[config.mk]
export PLATFORM = sky130hd
export DESIGN_NAME = seq_pattern_tx
export DESIGN_NICKNAME = d
export VERILOG_FILES = /design/src/rtl/seq_pattern_tx_pkg.sv /design/src/rtl/seq_pattern_tx_shift.sv /design/src/rtl/seq_pattern_tx.sv
export SDC_FILE = /design/constraint.sdc
export NUM_CORES = 1
export LEC_CHECK = 0
export ABC_AREA = 1
export CORE_MARGIN = 2
export CORE_UTILIZATION = 55
export CTS_BUF_LIST = sky130_fd_sc_hd__clkbuf_16
export DETAILED_ROUTE_END_ITERATION = 12
export GPL_TIMING_DRIVEN = 1
export PLACE_DENSITY_LB_ADDON = 0.25
export SLEW_MARGIN = 20
export SYNTH_ARGS = -nofsm -noshare
export SYNTH_HDL_FRONTEND = slang
export SYNTH_HIERARCHICAL = 1
export SYNTH_SLANG_ARGS = --single-unit
[constraint.sdc]
create_clock -name clk -period 2.95 [get_ports clk]
set_input_delay 0.59 -clock clk [delete_from_list [all_inputs] [get_ports clk]]
set_output_delay 0.59 -clock clk [all_outputs]
set_load 0.01 [all_outputs]
[src/rtl/seq_pattern_tx_pkg.sv]
// Shared types and helpers for the serial pattern transmitter.
// The state encoding is also exported on the top-level debug port.
package seq_tx_pkg;

  typedef enum logic [1:0] {
    IDLE = 2'd0,
    SEND = 2'd1,
    GAP  = 2'd2
  } tx_state_e;

  localparam int REP_W = 4;
  localparam int GAP_W = 4;

  // A requested length of 0, or one longer than the register, means "send all WIDTH bits".
  function automatic int eff_len(input int len, input int width);
    return ((len == 0) || (len > width)) ? width : len;
  endfunction

endpackage

[src/rtl/seq_pattern_tx_shift.sv]
// Loadable left-shift register with a bit down-counter.
// The pattern is left-aligned on load so the MSB of the register is always the next bit.
module seq_shift_out #(
  parameter int WIDTH = 8,
  parameter int LEN_W = $clog2(WIDTH + 1)
) (
  input  logic             clk,
  input  logic             reset,
  input  logic             load_i,
  input  logic             shift_i,
  input  logic [LEN_W-1:0] len_i,
  input  logic [WIDTH-1:0] data_i,
  output logic             bit_o,
  output logic             last_o
);

  localparam logic [LEN_W-1:0] LEN_ONE = LEN_W'(1);
  localparam logic [LEN_W-1:0] LEN_MAX = LEN_W'(WIDTH);

  logic [WIDTH-1:0] sh_q, sh_d;
  logic [LEN_W-1:0] cnt_q, cnt_d;

  always_comb begin
    sh_d  = sh_q;
    cnt_d = cnt_q;
    if (load_i) begin
      sh_d  = data_i << (LEN_MAX - len_i);
      cnt_d = len_i - LEN_ONE;
    end else if (shift_i) begin
      sh_d = {sh_q[WIDTH-2:0], 1'b0};
      if (cnt_q != '0) begin
        cnt_d = cnt_q - LEN_ONE;
      end
    end
  end

  always_ff @(posedge clk) begin
    if (reset) begin
      sh_q  <= '0;
      cnt_q <= '0;
    end else begin
      sh_q  <= sh_d;
      cnt_q <= cnt_d;
    end
  end

  assign bit_o  = sh_q[WIDTH-1];
  assign last_o = (cnt_q == '0);

endmodule

[src/rtl/seq_pattern_tx.sv]
// Serial pattern transmitter: accepts a pattern word, shifts it out MSB-first,
// optionally repeating it with an idle gap between repetitions.
//
// Handshake: a pattern is taken on any rising edge where in_valid && in_ready;
// in_ready is high only in IDLE, so in_valid while busy is ignored and the
// requester must keep in_valid (and the pattern fields) stable until taken.
module seq_pattern_tx
  import seq_tx_pkg::*;
#(
  parameter int WIDTH      = 8,
  parameter int LEN_W      = $clog2(WIDTH + 1),
  parameter int GAP_CYCLES = 2
) (
  input  logic             clk,
  input  logic             reset,
  input  logic             in_valid,
  output logic             in_ready,
  input  logic [WIDTH-1:0] in_data,
  input  logic [LEN_W-1:0] in_len,
  input  logic [3:0]       in_repeat,
  output logic             w,
  output logic             w_valid,
  output logic             busy,
  output logic             done,
  output logic [1:0]       dbg_state_o
);

  localparam logic [REP_W-1:0] REP_ONE  = REP_W'(1);
  localparam logic [GAP_W-1:0] GAP_ONE  = GAP_W'(1);
  localparam logic [GAP_W-1:0] GAP_LOAD = (GAP_CYCLES > 0) ? GAP_W'(GAP_CYCLES - 1) : '0;

  tx_state_e        state_q, state_d;
  logic [WIDTH-1:0] pat_q, pat_d;
  logic [LEN_W-1:0] len_q, len_d;
  logic [REP_W-1:0] rep_q, rep_d;
  logic [GAP_W-1:0] gap_q, gap_d;
  logic             done_q, done_d;

  logic             sh_load, sh_shift, sh_bit, sh_last;
  logic [WIDTH-1:0] sh_data;
  logic [LEN_W-1:0] sh_len;
  logic [LEN_W-1:0] in_len_eff;

  assign in_len_eff = LEN_W'(eff_len(int'(in_len), WIDTH));

  seq_shift_out #(
    .WIDTH (WIDTH),
    .LEN_W (LEN_W)
  ) u_shift (
    .clk     (clk),
    .reset   (reset),
    .load_i  (sh_load),
    .shift_i (sh_shift),
    .len_i   (sh_len),
    .data_i  (sh_data),
    .bit_o   (sh_bit),
    .last_o  (sh_last)
  );

  always_comb begin
    state_d  = state_q;
    pat_d    = pat_q;
    len_d    = len_q;
    rep_d    = rep_q;
    gap_d    = gap_q;
    done_d   = 1'b0;
    sh_load  = 1'b0;
    sh_shift = 1'b0;
    sh_data  = pat_q;
    sh_len   = len_q;

    unique case (state_q)
      IDLE: begin
        if (in_valid) begin
          pat_d   = in_data;
          len_d   = in_len_eff;
          rep_d   = in_repeat;
          sh_load = 1'b1;
          sh_data = in_data;
          sh_len  = in_len_eff;
          state_d = SEND;
        end
      end
      SEND: begin
        if (!sh_last) begin
          sh_shift = 1'b1;
        end else if (rep_q != '0) begin
          rep_d = rep_q - REP_ONE;
          // With no gap the reload lands on the same edge, so bits stay back-to-back.
          if (GAP_CYCLES == 0) begin
            sh_load = 1'b1;
          end else begin
            gap_d   = GAP_LOAD;
            state_d = GAP;
          end
        end else begin
          done_d  = 1'b1;
          state_d = IDLE;
        end
      end
      GAP: begin
        if (gap_q == '0) begin
          sh_load = 1'b1;
          state_d = SEND;
        end else begin
          gap_d = gap_q - GAP_ONE;
        end
      end
      default: begin
        state_d = IDLE;
      end
    endcase
  end

  always_ff @(posedge clk) begin
    if (reset) begin
      state_q <= IDLE;
      pat_q   <= '0;
      len_q   <= '0;
      rep_q   <= '0;
      gap_q   <= '0;
      done_q  <= 1'b0;
    end else begin
      state_q <= state_d;
      pat_q   <= pat_d;
      len_q   <= len_d;
      rep_q   <= rep_d;
      gap_q   <= gap_d;
      done_q  <= done_d;
    end
  end

  // All outputs decode straight from flops; w is masked so it reads 0 outside SEND.
  assign in_ready    = (state_q == IDLE);
  assign busy        = (state_q != IDLE);
  assign w_valid     = (state_q == SEND);
  assign w           = (state_q == SEND) && sh_bit;
  assign done        = done_q;
  assign dbg_state_o = state_q;

endmodule

; ---- After elaboration in Yosys (flattened, before gate mapping)
; Index checks and enable logic that the tools add are counted.
[word_totals]
regBits = 35
inputBits = 19
out_inout_bits = 7
[op_classes]
magnitude_cmp = 1
n_bitwise = 2
add_sub_neg = 5
mux = 29
n_eq_ne = 7
shifts = 1
reduce_logical = 18
[ops]
columns = cell, count
row1 = $mux W4, 12
row2 = $mux W8, 4
row3 = $pmux W4 S2, 2
row4 = $sub A4 B1 Y4 const B, 4
row5 = $logic_not A4 Y1, 3
row6 = $reduce_bool A2 Y1, 5
row7 = $mux W2, 4
row8 = $reduce_and A4 Y1, 2
row9 = $reduce_bool A4 Y1, 2
row10 = $shl A8 B4 Y8, 1
row11 = $ne A2 B2 Y1 const B, 3
row12 = $pmux W2 S3, 1
row13 = $mux W1, 5
row14 = $gt A4 B4 Y1 const B, 1
row15 = $ne A2 B1 Y1 const B, 2
row16 = $sub A4 B4 Y4 const A, 1
row17 = $reduce_and A3 Y1, 1
row18 = $reduce_or A3 Y1, 1
row19 = $eq A2 B1 Y1 const B, 1
row20 = $eq A2 B2 Y1 const B, 1
row21 = $logic_not A2 Y1, 1
row22 = $not A1 Y1, 2
row23 = $pmux W1 S2, 1
row24 = $reduce_and A2 Y1, 1
row25 = other kinds (2), 2

; ---- Longest topological paths before layout
; Gate-level depths: netlist of run 1.
[logic_depth]
ltp_word = 8
mapped_depth = 18
mapped_depth_nobuf = 17

; ---- By module
; Netlist of run 1, hierarchy kept.
[by_module_without_submodules]
columns = mod, instances, cells_per_inst, area_each_um2
row1 = seq_pattern_tx, 1, 171, 1214.9
row2 = seq_shift_out, 1, 147, 917.1

; ---- Least setup slack after synthesis of run 1
; No wires, ideal clock.
[synth_timing]
path_kind = register -> register
startpoint = register state_q[1] (netlist: dbg_state_o[1])
endpoint = register u_shift.sh_q[7]
path_slack_ns = 0.587
arrival_ns = 2.244
setup_ns = 0.119
path_stages_with_launch = 18
synth_period_minus_slack_ns = 2.363
path_cell_list = dfxtp_1 -> nor2_2 -> inv_2 -> nor2_4 -> buf_6 -> o21ai_0 -> inv_1 -> buf_6 -> inv_4 -> buf_6 -> ha_1 -> buf_2 -> inv_1 -> nand3_1 -> nand2_1 -> nand2_1 -> nand3_1 -> a21oi_1
[synth_via]
elab_chain_len = 5
elab_cells_between_ends = 11
classes_between = 1 x add/sub / 2 x eq/ne / 1 x shift / 5 x mux / 2 x reduce/logical
[synth_lines]
columns = element, line
row1 = "start, declared", seq_pattern_tx.sv:32  ; tx_state_e state_q, state_d;
row2 = "start signal, assigned", seq_pattern_tx.sv:124  ; state_q <= state_d;
row3 = $logic_not A2 Y1 *, n/a
row4 = via in_ready, seq_pattern_tx.sv:17  ; output logic in_ready,
row5 = $mux W4, n/a
row6 = $sub A4 B4 Y4, seq_pattern_tx_shift.sv:27  ; sh_d = data_i << (LEN_MAX - len_i);
row7 = $shl A8 B4 Y8, seq_pattern_tx_shift.sv:27
row8 = $mux W8, seq_pattern_tx_shift.sv:26  ; if (load_i) begin
row9 = "end signal, assigned", seq_pattern_tx_shift.sv:39  ; sh_q <= '0;
row10 = "end signal, assigned", seq_pattern_tx_shift.sv:42  ; sh_q <= sh_d;
row11 = "end, declared", seq_pattern_tx_shift.sv:20  ; logic [WIDTH-1:0] sh_q, sh_d;
; The timed path passes the listed nets; every way through them passes the cells marked *.
; A chain may end at the register's enable or synchronous reset.

; ---- Worst setup path after layout of run 1
[layout_timing]
startpoint = input port in_valid
endpoint = register u_shift.sh_q[4]
[layout_via]
elab_chain_len = 5
elab_cells_between_ends = 10
classes_between = 1 x add/sub / 1 x shift / 7 x mux / 1 x reduce/logical
[layout_lines]
columns = element, line
row1 = "start, declared", seq_pattern_tx.sv:16  ; input logic in_valid,
row2 = $mux W4 (2 in series), n/a
row3 = $sub A4 B4 Y4, seq_pattern_tx_shift.sv:27
row4 = $shl A8 B4 Y8, seq_pattern_tx_shift.sv:27
row5 = $mux W8, seq_pattern_tx_shift.sv:26
; Parallel ways exist; a longest one is shown, timed or not.

==> flow_metrics.env, run 1 <==
export IMPL_hold_class="reg2reg"
export IMPL_synth_most_common_cell="nand2_1"
export IMPL_cap_violations=0
export IMPL_htree_levels=2
export IMPL_vias=2051
export IMPL_yosysTopAreaCell="dfxtp_1"
export IMPL_postCtsSetupBuffers=0
export IMPL_finalClockSkew_ns=0.004657
export IMPL_min_path_cells=2
export IMPL_synth_common_cells="nand2_1, inv_1, dfxtp_1"
export IMPL_yosysTopAreaCellShare=0.3286
export IMPL_dr_pass1_iters=4
export IMPL_worstMarginPinSlew_ns=0.3917
export IMPL_cpPeakStageDelay_ns=0.45
export IMPL_required_ns=3.15
export IMPL_peakVddDrop_uv=651.2
export IMPL_synth_edf_count=0
export IMPL_critPathLaunchType="input port"
export IMPL_die_h_um=66.26
export IMPL_timing_final_ws_setup_ns=0.5056
export IMPL_fp_dieArea_um2=4390
export IMPL_cts_hold_buffers=0
export IMPL_antenna_found_initial=0
export IMPL_drcViolationCount=0
export IMPL_postSynthCellCount=318
export IMPL_syn_num_nets=342
export IMPL_dpl_hpwl_mm=3.439
export IMPL_worst_setup_path_end_kind="register"
export IMPL_synth_area_leaders="dfxtp_1, nand2_1, inv_1"
export IMPL_final_util=0.6900
export IMPL_synth_seq_cells=35
export IMPL_cts_tree="done"
export IMPL_num_rows=22
export IMPL_start_util=0.5780
export IMPL_root_buffer="clkbuf_16"
export IMPL_async_flop_share=0
export IMPL_outcome="finished clean"
export IMPL_tns_ns=0
export IMPL_io_buffer_count=25
export IMPL_rsz0062_at_grt="no"
export IMPL_area_delta_synth_final_pct=19.37
export IMPL_die_w_um=66.26
export IMPL_criticalPathCategory="in2reg"
export IMPL_core_area_um2=3689
export IMPL_synth_avg_cell_area_um2=6.705
export IMPL_wl_mm=4.501
export IMPL_rr_worst_depth=14
export IMPL_layout_drive_gt1_share=0.1383
export IMPL_path_common_cell="inv_1"
export IMPL_grt_pass1_vias=1959
export IMPL_wl_per_cell_um=11.39
export IMPL_dominantRegCellSynth="dfxtp_1"
export IMPL_avgViaCountPerCell=5.192
export IMPL_antenna_left=0
export IMPL_power_density_nw_per_um2=1095
export IMPL_slew_headroom=0.7361
export IMPL_dp_slack_ns=0.2143
export IMPL_hold_viol=0
export IMPL_clock_path_buffers=2
export IMPL_period_minus_slack_ns=2.444
export IMPL_drt_iter0_drc=156
export IMPL_synth_distinct_cells=30
export IMPL_critPathMaxFanout=9
export IMPL_clkSinkCount=35
export IMPL_p_leak_nw=1.209
export IMPL_track_usage=0.2365
export IMPL_grt_pass1_wl_mm=7.997
export IMPL_ys_seq_area_frac=0.3286
export IMPL_grt_max_degree=16
export IMPL_cp_slowest_cell="clkdlybuf4s50_1"
export IMPL_synth_warnings=6
export IMPL_slew_viol_final=0
export IMPL_path_clk_slew_ns=0.05
export IMPL_fmax_mhz=409.1
export IMPL_clk_latency_ns=0.27
export IMPL_overflow=0
export IMPL_fin_nets=371
export IMPL_synth_area_um2=2132
export IMPL_ioPinCount=26
export IMPL_diodes=0
export IMPL_arrival_ns=2.65
export IMPL_cts_resized=0
export IMPL_gp_congestion=0.9033
export IMPL_fin_crit_sh=0.8286
export IMPL_cts_made_buffers=5
export IMPL_path_cells="clkdlybuf4s50_1, inv_1, nor2_4, or2_1, o21ai_2, inv_1, inv_1, ha_1, inv_1, nand3_1, nand3_1, nand2_1, nand2_1, a21oi_1"
export IMPL_r2r_setup_slack_ns=0.74
export IMPL_setup_viol=0
[report_power, final]
group | internal, W | leakage, nW | switching (W)
clock network | 0.000303 | 0.0671 | 0.000179
registers | 0.000614 | 0.288 | 0.0000835
logic | 0.000603 | 0.854 | 0.00100
total | 0.00152 | 1.21 | 0.00127
[per-stage QoR]
stage	cell area (um2)	hold slack (ns)	instances	power [W]
after floorplan	2132	0.4393	318	0.001983
after global placement	2411	0.4536	388	0.002263
after detailed placement	2411	0.4645	388	0.002299
after CTS	2545	0.4712	395	0.002798
after global routing	2545	0.4810	395	0.003073
final	2545	0.4692	395	0.002787
[cell type report]
class                      instances  area (um2)
timing repair buffer              31       295.3
fill                             332        1144
clock buffer                       5       125.1
clock inverter                     2       8.758
inverter                          51       193.9
sequential                        35       700.7
multi-input combinational        223        1161
tap                               48       60.06
[placed cells by master (no fill, tap or decap)]
cell type / Yosys / final
ha_1: 5 / 5
nand2_2: 4 / 4
a21oi_2: 4 / 4
clkinv_2: 0 / 1
buf_4: 1 / 6
o21ai_0: 24 / 24
o21a_1: 1 / 1
inv_4: 1 / 1
a21oi_1: 13 / 13
xnor2_1: 1 / 1
nor4_1: 1 / 1
clkbuf_16: 0 / 5
o21ai_1: 6 / 6
nor2_2: 1 / 1
nand3_2: 2 / 2
dfxtp_1: 35 / 35
nand4_1: 3 / 3
clkinv_1: 0 / 1
nand2_1: 68 / 68
or2_1: 7 / 7
nand3_1: 30 / 30
inv_2: 6 / 6
xor2_2: 1 / 1
o21ai_2: 9 / 9
nor3_1: 4 / 4
clkdlybuf4s50_1: 0 / 25
or2_2: 3 / 3
nor2_4: 5 / 5
nor2_1: 31 / 31
inv_1: 44 / 44
[metal layers]
metal | track usage | vias up | routed length (um)
met1 | 0.2706 | 931 | 1952
met2 | 0.4125 | 40 | 2242
met5 | 0 | - | 0
met3 | 0.05792 | 13 | 166
li1 | - | 1067 | -
met4 | 0.1046 | 0 | 140
[state kept, by name, summed over array words and instances (netlist names)]
signal,count
u_shift/cnt_q,4
done,1
gap_q,4
pat_q,8
len_q,4
rep_q,4
u_shift/sh_q,8
dbg_state_o,2
[worst max-delay path: cells and delay by family]
family | cells | cell delay, ns
compound gates | 2 | 0.20
fa+ha+maj | 1 | 0.44
buf+inv | 5 | 0.79
simple gates | 6 | 0.63
[worst paths after layout]
path                       start              end
hold reg to reg         len_q[3]         len_q[3]
hold / removal          len_q[3]         len_q[3]
setup reg to reg  dbg_state_o[1]  u_shift/sh_q[4]
setup / recovery        in_valid  u_shift/sh_q[4]
[logic make-up after synthesis]
logic type               synth area share
AO/OA/AOI/OAI                      0.1579
XOR/XNOR                          0.01174
AND/OR/NAND/NOR                    0.3457
buffers and inverters              0.1268
adder cells (fa/ha/maj)           0.02934
flip-flops                         0.3286
Power figures use the tool's default switching activity.
==> run 2, diff against run 1 <==
--- a/config.mk
+++ b/config.mk
@@ -7,7 +7,7 @@
 export LEC_CHECK = 0
 export ABC_AREA = 1
 export CORE_MARGIN = 2
-export CORE_UTILIZATION = 55
+export CORE_UTILIZATION = 50
 export CTS_BUF_LIST = sky130_fd_sc_hd__clkbuf_16
 export DETAILED_ROUTE_END_ITERATION = 12
 export GPL_TIMING_DRIVEN = 1
==> constraint.sdc (replaced) <==
create_clock -name clk -period 2.1 [get_ports clk]
set_input_delay 0.42 -clock clk [delete_from_list [all_inputs] [get_ports clk]]
set_output_delay 0.42 -clock clk [all_outputs]
set_load 0.01 [all_outputs]
==> run 2 against run 1 <==
Effect of this change: critical endpoint is now w; clock skew fell by 0.00055 ns; worst setup slack got worse by 0.40 ns; die area rose by 9.4%; critical path depth fell by 9; non-clock buffer count rose by 26; register-to-register slack got worse by 0.63 ns; largest cell class unchanged; utilization rose by 0.94 points.
==> flow_metrics.env, run 2 (synthesized netlist as in run 1, its figures left out) <==
export IMPL_period_minus_slack_ns=1.995
export IMPL_fin_crit_sh=0.9501
export IMPL_cp_slowest_cell="clkdlybuf4s50_1"
export IMPL_antenna_left=0
export IMPL_area_delta_synth_final_pct=33.10
export IMPL_finalClockSkew_ns=0.004104
export IMPL_dr_pass1_iters=4
export IMPL_die_w_um=69.30
export IMPL_drt_iter0_drc=130
export IMPL_wl_per_cell_um=11.19
export IMPL_wl_mm=4.746
export IMPL_root_buffer="clkbuf_16"
export IMPL_final_cell_mix="nand2_1, inv_1, dfxtp_1"
export IMPL_crit_family="buffers and inverters"
export IMPL_cap_violations=0
export IMPL_cts_hold_buffers=0
export IMPL_dpl_hpwl_mm=3.519
export IMPL_criticalPathCategory="reg2out"
export IMPL_cts_made_buffers=5
export IMPL_grt_pass1_wl_mm=8.135
export IMPL_antenna_found_initial=0
export IMPL_drcViolationCount=0
export IMPL_p_leak_nw=1.361
export IMPL_layout_cells_non_filler=424
export IMPL_critPathLaunchType="register"
export IMPL_gp_congestion=0.8545
export IMPL_dp_slack_ns=-0.2456
export IMPL_track_usage=0.2074
export IMPL_ioPinCount=26
export IMPL_outcome="finished clean"
export IMPL_peakVddDrop_uv=780.6
export IMPL_hold_class="reg2reg"
export IMPL_core_area_um2=4058
export IMPL_clock_path_buffers=2
export IMPL_fmax_mhz=501.2
export IMPL_multi_input_area_um2=1221
export IMPL_largestRegisters="pat_q: 8 flops, u_shift/sh_q: 8 flops"
export IMPL_avgViaCountPerCell=4.894
export IMPL_fin_nets=397
export IMPL_rsz0062_at_grt="yes"
export IMPL_vias=2075
export IMPL_io_buffer_count=25
export IMPL_path_cells="inv_2, nor2_4, inv_2, nor2_1, clkdlybuf4s50_1"
export IMPL_start_util=0.5254
export IMPL_worst_setup_path_end_kind="primary output"
export IMPL_seq_area_um2=709.4
export IMPL_layout_drive_gt1_share=0.2406
export IMPL_hold_viol=0
export IMPL_required_ns=1.68
export IMPL_slew_viol_final=0
export IMPL_path_clk_slew_ns=0.05
export IMPL_clk_latency_ns=0.28
export IMPL_dpl_cell_count=408
export IMPL_fin_total_pwr_w=0.004485
export IMPL_slew_headroom=0.7691
export IMPL_power_density_nw_per_um2=1581
export IMPL_placed_cell_area_um2=2615
export IMPL_num_rows=23
export IMPL_setup_viol=0
export IMPL_critPathMaxFanout=9
export IMPL_path_common_cell="inv_2"
export IMPL_worstMarginPinSlew_ns=0.3452
export IMPL_cpPeakStageDelay_ns=0.53
export IMPL_crit_buf_inv=3
export IMPL_overflow=0
export IMPL_grt_max_degree=18
export IMPL_arrival_ns=1.58
export IMPL_htree_levels=2
export IMPL_cts_tree="done"
export IMPL_clkSinkCount=35
export IMPL_grt_pass1_vias=1957
export IMPL_fp_dieArea_um2=4802
export IMPL_stdcell_area_um2=2838
export IMPL_fillCellCount=331
export IMPL_mostFrequentLayoutCell="nand2_1"
export IMPL_timing_final_ws_setup_ns=0.1048
export IMPL_diodes=0
export IMPL_die_h_um=69.30
run 2: cell count changes in the layout (fill, tap and decap cells not counted), sizes merged:
cell and change:
inv +1, buf +26, clkdlybuf4s50 -1, dlymetal6s2s +1
run 2: worst paths after layout:
check | startpoint | end | slack, ns | cells after the start
min | u_shift/cnt_q[2] | u_shift/cnt_q[2] | 0.46 | 2
max reg2reg | dbg_state_o[0] | u_shift/sh_q[2] | 0.11 | 14
min reg2reg | u_shift/cnt_q[2] | u_shift/cnt_q[2] | 0.46 | 2
max | dbg_state_o[0] | w | 0.10 | 5
run 2: what timing repair did:
action | CTS | global route
endpoints found under the hold margin | 0 | 0
setup endpoints to repair | 0 | 12
gates resized for setup | 0 | 15
buffers inserted | 0 | 8
run 2: power breakdown:
part,leakage (nW),total (W),switching [W],internal [W]
clock network,0.0701,0.000690,0.000264,0.000426
registers,0.290,0.000991,0.000120,0.000870
logic,1.00,0.00280,0.00156,0.00125
total,1.36,0.00449,0.00194,0.00254
run 2: layer usage:
layer	track usage	up-vias	part of all wire
met5	0	-	0
li1	-	1115	-
met4	0.08715	0	0.023
met2	0.3579	27	0.49
met3	0.05814	9	0.035
met1	0.2394	924	0.45
run 2: worst register-to-register path: cells and delay by family (launching register included):
family	cells	cell delay [ns]
compound gates	2	0.21
flops	1	0.36
fa+ha+maj	1	0.33
buf+inv	4	0.25
simple gates	7	0.77
run 2: final cells by class:
type                    count  share of cell area
repair buffers             57              0.1795
flip-flops and latches     35              0.2500
inverters                  51             0.07011
clock buffers               5             0.04409
clock inverters             3            0.003968
multi-input cells         223              0.4303
well taps                  50             0.02205
run 2: per-stage QoR:
stage / hold slack (ns) / setup TNS, ns / utilization
floorplan: 0.4393 / -0.1630 / -
CTS: 0.4669 / 0 / 0.6781
global placement: 0.4542 / -1.673 / 0.6445
detailed placement: 0.4596 / -1.992 / 0.6445
finish: 0.4648 / 0 / 0.6994
global route: 0.4924 / -0.2002 / 0.6994
